--- config.mk ---
export PLATFORM = sky130hd
export DESIGN_NAME = mem_arbiter_flat
export DESIGN_NICKNAME = d
export VERILOG_FILES = /design/src/rtl/mem_arbiter_if.sv /design/src/rtl/mem_arbiter.sv /design/src/flat_wrapper.sv
export SDC_FILE = /design/constraint.sdc
export NUM_CORES = 1
export LEC_CHECK = 0
export ABC_AREA = 1
export CAP_MARGIN = 20
export CELL_PAD_IN_SITES_DETAIL_PLACEMENT = 0
export CELL_PAD_IN_SITES_GLOBAL_PLACEMENT = 1
export CORE_ASPECT_RATIO = 1.4
export CORE_UTILIZATION = 30
export DETAILED_ROUTE_END_ITERATION = 8
export PLACE_DENSITY_LB_ADDON = 0.1
export SYNTH_ARGS = -nofsm -noshare
export SYNTH_HDL_FRONTEND = slang
export SYNTH_SLANG_ARGS = --single-unit
export TNS_END_PERCENT = 1
--- constraint.sdc ---
create_clock -name clk -period 2.1 [get_ports clk]
set_clock_uncertainty 0.05 [all_clocks]
set_input_delay 0.525 -clock clk [delete_from_list [all_inputs] [get_ports clk]]
set_output_delay 0.525 -clock clk [all_outputs]
set_load 0.1 [all_outputs]
--- src/rtl/mem_arbiter_if.sv ---
// Bundle of the three requester ports (index 0=d, 1=i, 2=x) and the memory port.
// Purely structural, no latency of its own.
// Flow control: valid/cack request handshake, busy/ready on the memory side.
interface mem_arbiter_if;
  logic [2:0]       p_valid;
  logic [2:0][19:0] p_addr;
  logic [2:0]       p_write;
  logic [2:0][15:0] p_wdata;
  logic [2:0]       p_cack;
  logic [2:0]       p_ready;
  logic [2:0][15:0] p_rdata;
  logic [2:0]       p_err;
  logic [19:0]      m_addr;
  logic [15:0]      m_wdata;
  logic             m_read;
  logic             m_write;
  logic [15:0]      m_rdata;
  logic             m_busy;
  logic             m_ready;

  // Arbiter side
  modport slave (
    input  p_valid, p_addr, p_write, p_wdata, m_rdata, m_busy, m_ready,
    output p_cack, p_ready, p_rdata, p_err, m_addr, m_wdata, m_read, m_write
  );

  // Requesters plus memory model side
  modport master (
    output p_valid, p_addr, p_write, p_wdata, m_rdata, m_busy, m_ready,
    input  p_cack, p_ready, p_rdata, p_err, m_addr, m_wdata, m_read, m_write
  );
endinterface

--- src/rtl/mem_arbiter.sv ---
// Round-robin arbiter sharing one memory port between d, i and x requesters, with a watchdog.
// Latency: issue 1 cycle after IDLE sampling, p_ready 1 cycle after m_ready; 4-cycle minimum occupancy.
// Backpressure: m_busy stalls arbitration in IDLE; requests hold p_valid until their p_cack.
module mem_arbiter #(
  parameter int TIMEOUT = 255,
  parameter int TO_W    = 8
) (
  input  logic         clk,
  input  logic         rst,
  mem_arbiter_if.slave bus
);

  typedef enum logic [1:0] {IDLE, ISSUE, WAIT, DONE} state_t;

  state_t           state_q;
  logic [1:0]       last_q;
  logic [1:0]       idx_q;
  logic [19:0]      addr_q;
  logic [15:0]      wdata_q;
  logic             write_q;
  logic [TO_W-1:0]  wd_q;
  logic [2:0]       cack_q;
  logic [2:0]       ready_q;
  logic [2:0]       err_q;
  logic [2:0][15:0] rdata_q;
  logic             m_read_q;
  logic             m_write_q;

  logic [1:0]       cand1_d;
  logic [1:0]       cand2_d;
  logic [1:0]       win_d;
  logic [TO_W-1:0]  wd_inc_d;

  // Round-robin search starting one past the last winner; last winner itself is checked last.
  always_comb begin
    cand1_d  = (last_q == 2'd2) ? 2'd0 : last_q + 2'd1;
    cand2_d  = (cand1_d == 2'd2) ? 2'd0 : cand1_d + 2'd1;
    win_d    = last_q;
    if (bus.p_valid[cand1_d]) begin
      win_d = cand1_d;
    end else if (bus.p_valid[cand2_d]) begin
      win_d = cand2_d;
    end
    wd_inc_d = wd_q + 1'b1;
  end

  // Transaction FSM; every output is a register updated on the transition into the state that shows it.
  always_ff @(posedge clk) begin
    if (!rst) begin
      state_q   <= IDLE;
      last_q    <= 2'd2;
      idx_q     <= 2'd0;
      addr_q    <= '0;
      wdata_q   <= '0;
      write_q   <= 1'b0;
      wd_q      <= '0;
      cack_q    <= '0;
      ready_q   <= '0;
      err_q     <= '0;
      rdata_q   <= '0;
      m_read_q  <= 1'b0;
      m_write_q <= 1'b0;
    end else begin
      cack_q    <= '0;
      ready_q   <= '0;
      m_read_q  <= 1'b0;
      m_write_q <= 1'b0;
      case (state_q)
        IDLE: begin
          if ((|bus.p_valid) && !bus.m_busy) begin
            idx_q          <= win_d;
            last_q         <= win_d;
            addr_q         <= bus.p_addr[win_d];
            wdata_q        <= bus.p_wdata[win_d];
            write_q        <= bus.p_write[win_d];
            m_read_q       <= !bus.p_write[win_d];
            m_write_q      <= bus.p_write[win_d];
            cack_q[win_d]  <= 1'b1;
            state_q        <= ISSUE;
          end
        end
        ISSUE: begin
          wd_q    <= '0;
          state_q <= WAIT;
        end
        WAIT: begin
          // A completion in the same cycle the watchdog expires takes priority over the abort.
          if (bus.m_ready) begin
            ready_q[idx_q] <= 1'b1;
            err_q[idx_q]   <= 1'b0;
            if (!write_q) begin
              rdata_q[idx_q] <= bus.m_rdata;
            end
            state_q <= DONE;
          end else begin
            if (wd_q != TO_W'(TIMEOUT)) begin
              wd_q <= wd_inc_d;
            end
            if (wd_inc_d == TO_W'(TIMEOUT)) begin
              ready_q[idx_q] <= 1'b1;
              err_q[idx_q]   <= 1'b1;
              rdata_q[idx_q] <= 16'hFFFF;
              state_q        <= DONE;
            end
          end
        end
        DONE: begin
          state_q <= IDLE;
        end
        default: state_q <= IDLE;
      endcase
    end
  end

  assign bus.p_cack  = cack_q;
  assign bus.p_ready = ready_q;
  assign bus.p_err   = err_q;
  assign bus.p_rdata = rdata_q;
  assign bus.m_addr  = addr_q;
  assign bus.m_wdata = wdata_q;
  assign bus.m_read  = m_read_q;
  assign bus.m_write = m_write_q;

endmodule

--- src/flat_wrapper.sv ---
// flat-port wrapper written by rule: the top's interface ports become plain ports
module mem_arbiter_flat 
#(
  parameter int TIMEOUT = 255,
  parameter int TO_W    = 8
)
  (clk, rst, bus_p_valid, bus_p_addr, bus_p_write, bus_p_wdata, bus_m_rdata, bus_m_busy, bus_m_ready, bus_p_cack, bus_p_ready, bus_p_rdata, bus_p_err, bus_m_addr, bus_m_wdata, bus_m_read, bus_m_write);
  mem_arbiter_if bus_i ();
  input  logic clk;
  input  logic rst;
  input wire logic [$bits(bus_i.p_valid)-1:0] bus_p_valid;
  input wire logic [$bits(bus_i.p_addr)-1:0] bus_p_addr;
  input wire logic [$bits(bus_i.p_write)-1:0] bus_p_write;
  input wire logic [$bits(bus_i.p_wdata)-1:0] bus_p_wdata;
  input wire logic [$bits(bus_i.m_rdata)-1:0] bus_m_rdata;
  input wire logic [$bits(bus_i.m_busy)-1:0] bus_m_busy;
  input wire logic [$bits(bus_i.m_ready)-1:0] bus_m_ready;
  output wire logic [$bits(bus_i.p_cack)-1:0] bus_p_cack;
  output wire logic [$bits(bus_i.p_ready)-1:0] bus_p_ready;
  output wire logic [$bits(bus_i.p_rdata)-1:0] bus_p_rdata;
  output wire logic [$bits(bus_i.p_err)-1:0] bus_p_err;
  output wire logic [$bits(bus_i.m_addr)-1:0] bus_m_addr;
  output wire logic [$bits(bus_i.m_wdata)-1:0] bus_m_wdata;
  output wire logic [$bits(bus_i.m_read)-1:0] bus_m_read;
  output wire logic [$bits(bus_i.m_write)-1:0] bus_m_write;
  assign bus_i.p_valid = bus_p_valid;
  assign bus_i.p_addr = bus_p_addr;
  assign bus_i.p_write = bus_p_write;
  assign bus_i.p_wdata = bus_p_wdata;
  assign bus_i.m_rdata = bus_m_rdata;
  assign bus_i.m_busy = bus_m_busy;
  assign bus_i.m_ready = bus_m_ready;
  assign bus_p_cack = bus_i.p_cack;
  assign bus_p_ready = bus_i.p_ready;
  assign bus_p_rdata = bus_i.p_rdata;
  assign bus_p_err = bus_i.p_err;
  assign bus_m_addr = bus_i.m_addr;
  assign bus_m_wdata = bus_i.m_wdata;
  assign bus_m_read = bus_i.m_read;
  assign bus_m_write = bus_i.m_write;
  mem_arbiter #(.TIMEOUT(TIMEOUT), .TO_W(TO_W)) u_core (.clk(clk), .rst(rst), .bus(bus_i));
endmodule
==> out/metrics.yaml <==
start_util_pct: 30.8
cts.root.buffer_cell: "clkbuf_16"
slew_violations: 0
cp.required_ns: 2.31
antenna_found_initial: 0
fin_crit_sh_pct: 94.9
finalHoldViolCount: 0
dp.cells: 1336
seq_area_frac_synth_pct: 37.9
p_int_mw: 5.45
drt_wl_total_um: 21500
critPathArrivalTime_ns: 2.20
final_util_pct: 49.0
dr.pass1.iters: 4
worst_pin_slew_ns: 0.579
design.core.area_um2: 18700
cp.depth: 13
dp_hpwl_um: 15600
cp-start-kind: "register"
drtAntennaViolNets: 0
cts.sinks: 109
critPathSlowestCell: "dfxtp_2"
path_cells: "buf_4, inv_1, ha_1, inv_1, nor2_1, nand3_1, nor2_2, nand3_4, nand2_8, nand3_4, clkbuf_16, nor2_1, nor2_1"
hold_path_class: "reg2reg"
period_needed_ns: 1.99
die_height_um: 166
nets: 1247
fmax_ghz: 0.502
cts_htree_levels: 3
tritoncts: "built"
grt_pass1_wl_um: 33500
yosysWarnings: 0
crit_start: "u_core.wd_q[0]$_SDFFE_PN0P_"
r2r_setup_slack_ns: 0.11
cts_buffers: 9
p_switching_mw: 5.63
dieArea_um2: 19700
worst_slack_ns: 0.107
fin_cells: 1356
syn_area_per_cell_um2: 6.63
layout_common_cells: "nand2_1 (148), clkdlybuf4s50_1 (131), buf_4 (112), inv_1 (109), dfxtp_1 (106)"
endpoint_kind: "register"
power_frac_comb_pct: 57.9
path_buf_inv: 4
crit_path_end: "u_core.bus.p_rdata[36]$_SDFFE_PN0P_"
synthTopCellsByArea: "dfxtp_1 (38%), nand2_1 (10%), a21oi_1 (8.6%), o21ai_0 (8.4%), inv_1 (7.4%)"
seq_power_share_pct: 24.7
fp.dieW_um: 119
ys_ff_latch: 109
drc: 0
slowest_delay_ns: 0.34
path_max_fanout: 8
timing.max_cap.violations: 0
power_frac_clock_pct: 17.4
vias: 6383
clockBufferDepth: 2
yosysTopAreaCellShare_pct: 37.9
finalSetupViolations: 0
gr-usage-all-layers_pct: 21.5
rows: 59
cp_common_cell: "nor2_1"
grt_overflow: 0
viasPerCell: 4.71
rr_startpoint: "u_core.wd_q[0]$_SDFFE_PN0P_"
clk_latency_ns: 0.36
wl_per_cell_um: 15.8
outcome: "finished clean"
slew_headroom_pct: 61.4
regToRegEndpoint: "u_core.bus.p_rdata[36]$_SDFFE_PN0P_"
grt_max_degree: 50
ioPinCount: 229
p_per_area_nw_per_um2: 1210
grt_pass1_vias: 6240
clkTransAtPathRegs_ns: 0.07
drive_gt1_share_pct: 19.4
synth_fp_nets: 1008
leakagePower_nw: 3.97
synth_top_area_cell: "dfxtp_1"
cp_top_family: "simple AND/OR/NAND/NOR gates"
max-vdd-ir-drop_uv: 734
setup_tns_ns: 0
critical_path_class: "reg2reg"
final_common_cell: "nand2_1"
synth_cell_types: 25
drtIter0Drc: 302
cts_hold_buffers: 0
syn_inst: 868
diodes: 0
rsz0062_at_grt: "true"
port_buffers: 228
r2r_cells: 13
synthToLayoutAreaGrowth_pct: 59.0
gp_congestion: 0.784
synth_area_um2: 5750
dpl_worst_slack_ns: -0.270
swShare_pct: 50.8
num-fill-cells: 1901
## cells in the mapped netlist
cell type / instances
buf_2: 12
o21ai_0: 97
a21oi_1: 99
buf_1: 5
nand3_1: 12
dfxtp_1: 109
inv_1: 114
nor2_1: 105
nand3_2: 3
ha_1: 6
nand4_1: 45
nor2_2: 4
buf_6: 3
or2_2: 10
nor3_1: 3
clkbuf_1: 34
a22oi_1: 36
o211ai_1: 1
o21bai_1: 2
nand3_4: 2
nand2_4: 1
inv_2: 2
nand2_2: 3
buf_4: 3
nand2_1: 157
## cells by family (layout without fill, tap and decap cells)
kind of cell / Yosys count / after routing / synth area share (%)
flops: 109 / 109 / 37.9
compound gates: 235 / 235 / 22.1
fa+ha+maj: 6 / 6 / 1.31
buf+inv: 173 / 416 / 12.1
simple gates: 345 / 346 / 26.5
## routing by layer
| metal | vias up | share of wire, % | wire, um | GRT usage [%] |
|---|---|---|---|---|
| met4 | 0 | 2.1 | 461 | 8.15 |
| met2 | 183 | 52 | 11100 | 38.5 |
| met1 | 2863 | 41 | 8750 | 24.6 |
| met5 | - | 0 | 0 | 0 |
| li1 | 3315 | - | - | - |
| met3 | 22 | 5.5 | 1170 | 4.64 |
## stage by stage
| stage | instance area [um2] | hold slack, ns | total power, mW |
|---|---|---|---|
| floorplan | 5750 | 0.396 | 7.09 |
| global placement | 8670 | 0.394 | 9.11 |
| detailed placement | 8670 | 0.391 | 9.12 |
| CTS | 9020 | 0.404 | 11.1 |
| global route | 9150 | 0.420 | 11.7 |
| finish | 9150 | 0.399 | 11.1 |
## how the worst min path moves through the flow
stage / from / to / depth (start not counted)
global placement: register / register / 2
detailed placement: register / register / 2
finish: register / register / 2
CTS: register / register / 2
floorplan: u_core.write_q$_SDFFE_PN0P_ / u_core.write_q$_SDFFE_PN0P_ / 2
global route: register / register / 2
## power groups by stage
stage	Sequential, mW	Combinational, mW	Clock (mW)
3_3_place_gp	2.77	6.34	0
3_5_place_dp	2.77	6.35	0
6_report	2.73	6.41	1.93
2_1_floorplan	5.23	1.86	0
5_1_grt	2.79	6.81	2.07
4_1_cts	2.73	6.38	1.99
## state kept, by name, summed over array words and instances (netlist names), named ones only
signal,cells
u_core.bus.p_rdata,48
u_core.bus.m_addr,20
u_core.bus.m_wdata,16
u_core.wd_q,8
u_core.bus.p_cack,3
u_core.bus.p_ready,3
u_core.idx_q,2
u_core.state_q,2
u_core.bus.m_read,1
u_core.bus.m_write,1
u_core.last_q,1
u_core.write_q,1
## area by class of cell
| cell class | instances | area, um2 | share of cell area (%) |
|---|---|---|---|
| Clock inverter | 5 | 83.8 | 0.917 |
| Inverter | 116 | 435 | 4.76 |
| Tap cell | 244 | 305 | 3.34 |
| Multi-Input combinational cell | 587 | 2960 | 32.4 |
| Timing Repair Buffer | 284 | 2930 | 32.1 |
| Sequential cell | 109 | 2190 | 23.9 |
| Clock buffer | 11 | 243 | 2.65 |
## worst reg2reg max path, stage by stage, from the launching register on
cell and delay, ns:
dfxtp_2 0.34, buf_4 0.15, inv_1 0.05, ha_1 0.13, inv_1 0.04, nor2_1 0.10, nand3_1 0.12, nor2_2 0.17
nand3_4 0.12, nand2_8 0.15, nand3_4 0.14, clkbuf_16 0.22, nor2_1 0.09, nor2_1 0.04
## repair_timing
action / CTS / global route
gates resized for setup: 1 / 31
endpoints found under the hold margin: 0 / 0
pin swaps: 0 / 20
setup endpoints to repair: 44 / 65
setup buffers: 1 / 3
gates cloned: 0 / 2
Power figures use the tool's default switching activity.
==> edit: new RTL, same flow settings <==
Reset style: asynchronous (`rst`), changed in one clocked block.
--- a/src/rtl/mem_arbiter.sv
+++ b/src/rtl/mem_arbiter.sv
@@ -45,7 +45,7 @@
   end
 
   // Transaction FSM; every output is a register updated on the transition into the state that shows it.
-  always_ff @(posedge clk) begin
+  always_ff @(posedge clk or negedge rst) begin
     if (!rst) begin
       state_q   <= IDLE;
       last_q    <= 2'd2;
Function: differs if rst is asserted again (counterexample within 4 cycles, from zero or initial values and one cycle with rst low); with rst held inactive, the same outputs for 4 cycles.
==> edit against the original RTL <==
  * Worst setup slack about the same
  * Combinational power up 79%
  * Hold slack worse by 0.33 ns
  * Area after synthesis down 1.0%
  * Routed wire length down 3.5%
  * Critical endpoint is now u_core.bus.m_addr[16]$_DFFE_PN0P_
  * Critical path type is now input port to flop
  * Highest routed layer unchanged
  * Sequential cell count unchanged
  * Global-route usage down 0.69 points
  * Largest cell class is now non-clock buffers
  * Design area up 5.7%
  * Total power up 54%
==> edit: results (changes against the original RTL) <==
Reg2Reg Setup Slack - 0.16 ns (+0.05 ns)
Crit path DAT - 2.18 ns (-0.02 ns)
Top cell type's share of synthesized area - 47.5% (+9.5 points)
Worst-margin pin slew - 0.486 ns (-0.0931 ns)
DR vias/cell - 4.97 (+5.6%)
Reg2reg end - u_core.bus.p_rdata[19]$_DFFE_PN0P_
Hold Slack - 0.0688 ns (-0.330 ns)
Final Critical Period - 1.99 ns (-0.000334 ns)
Non-Filler Instances - 1,240 (-8.6%)
Initial drt markers - 357 (+18%)
Placed Area - 9090 sq um (+4.8%)
Overall Global Routing Usage - 20.8% (-0.69 points)
Setup bufs post-CTS - 0 (-1)
Status - completed
Worst r2r path cells - 11 (-2)
VDD IR-drop max - 1.07 mV (+46%)
Final WL - 20,700 um (-3.5%)
P_leak - 4.37 nW (+9.9%)
1st-pass router iterations - 5 (+1)
First-pass GRT wire length - 31,600 um (-5.6%)
Nets - 1,130 (-9.4%)
Worst r2r src - u_core.wd_q[0]$_DFFE_PN0P_
Cells after Synth - 727 (-16%)
Met2 usage - 38.9% (+0.35 points)
Setup WS pre-CTS - -0.346 ns (-0.0757 ns)
Critical path peak fanout - 7 (-1)
Met3 GRT Util - 3.90% (-0.73 points)
Largest net degree at the start of global routing - 41 (-18%)
CTS resizes - 0 (-1)
Syn_nets - 866 (-14%)
Yosys cell types - 31 (+24%)
Met1 usage - 23.0% (-1.6 points)
GP Congestion - 0.790 (+0.84%)
Worst hold path type - input port to async pin
Layout cells sized above 1 - 23.4% (+4.0 points)
[edit: power by group]
| group | internal, mW | switching, mW | total [mW] |
|---|---|---|---|
| Combinational | 3.60 | 7.89 | 11.5 |
| Clock | 0.859 | 0.861 | 1.72 |
| Sequential | 2.92 | 0.906 | 3.83 |
[edit: metal layers]
layer  wire length (um)  up-vias
met5                  0        -
met2              11000      226
met1               7950     2929
met4                516        0
li1                   -     2976
met3               1260       32
[edit: worst max-delay path, stage by stage]
cell and delay (ns):
clkdlybuf4s50_1 0.49, inv_2 0.05, o31ai_2 0.21, nand2_2 0.13, buf_4 0.15, buf_4 0.14
or2_2 0.27, o211ai_1 0.10, nand3_1 0.09
[edit: cell type report]
type / count / area, sq um / area share (%)
flip-flops and latches: 109 / 2730 / 28.2
clock inverters: 6 / 52.6 / 0.543
repair inverters: 2 / 15.0 / 0.155
well taps: 244 / 305 / 3.16
repair buffers: 292 / 3400 / 35.1
multi-input cells: 548 / 2810 / 29.0
inverters: 29 / 121 / 1.26
clock buffers: 10 / 239 / 2.47
[edit: logic make-up after synthesis]
kind of cell,count (synthesis),share of synthesized area [%]
AO/OA/AOI/OAI,110,11.2
flip-flops,109,47.9
AND/OR/NAND/NOR,430,34.1
adder cells (fa/ha/maj),5,1.10
buffers and inverters,72,5.56
XOR/XNOR,1,0.154
[edit: worst min path at each step]
| stage | start | to |
|---|---|---|
| after floorplan | rst | async pin |
| after global placement | u_core.write_q$_DFFE_PN0P_ | u_core.write_q$_DFFE_PN0P_ |
| after detailed placement | u_core.write_q$_DFFE_PN0P_ | u_core.write_q$_DFFE_PN0P_ |
| after CTS | rst | u_core.wd_q[1]$_DFFE_PN0P_ |
| after global routing | rst | u_core.wd_q[1]$_DFFE_PN0P_ |
| final | rst | u_core.wd_q[1]$_DFFE_PN0P_ |
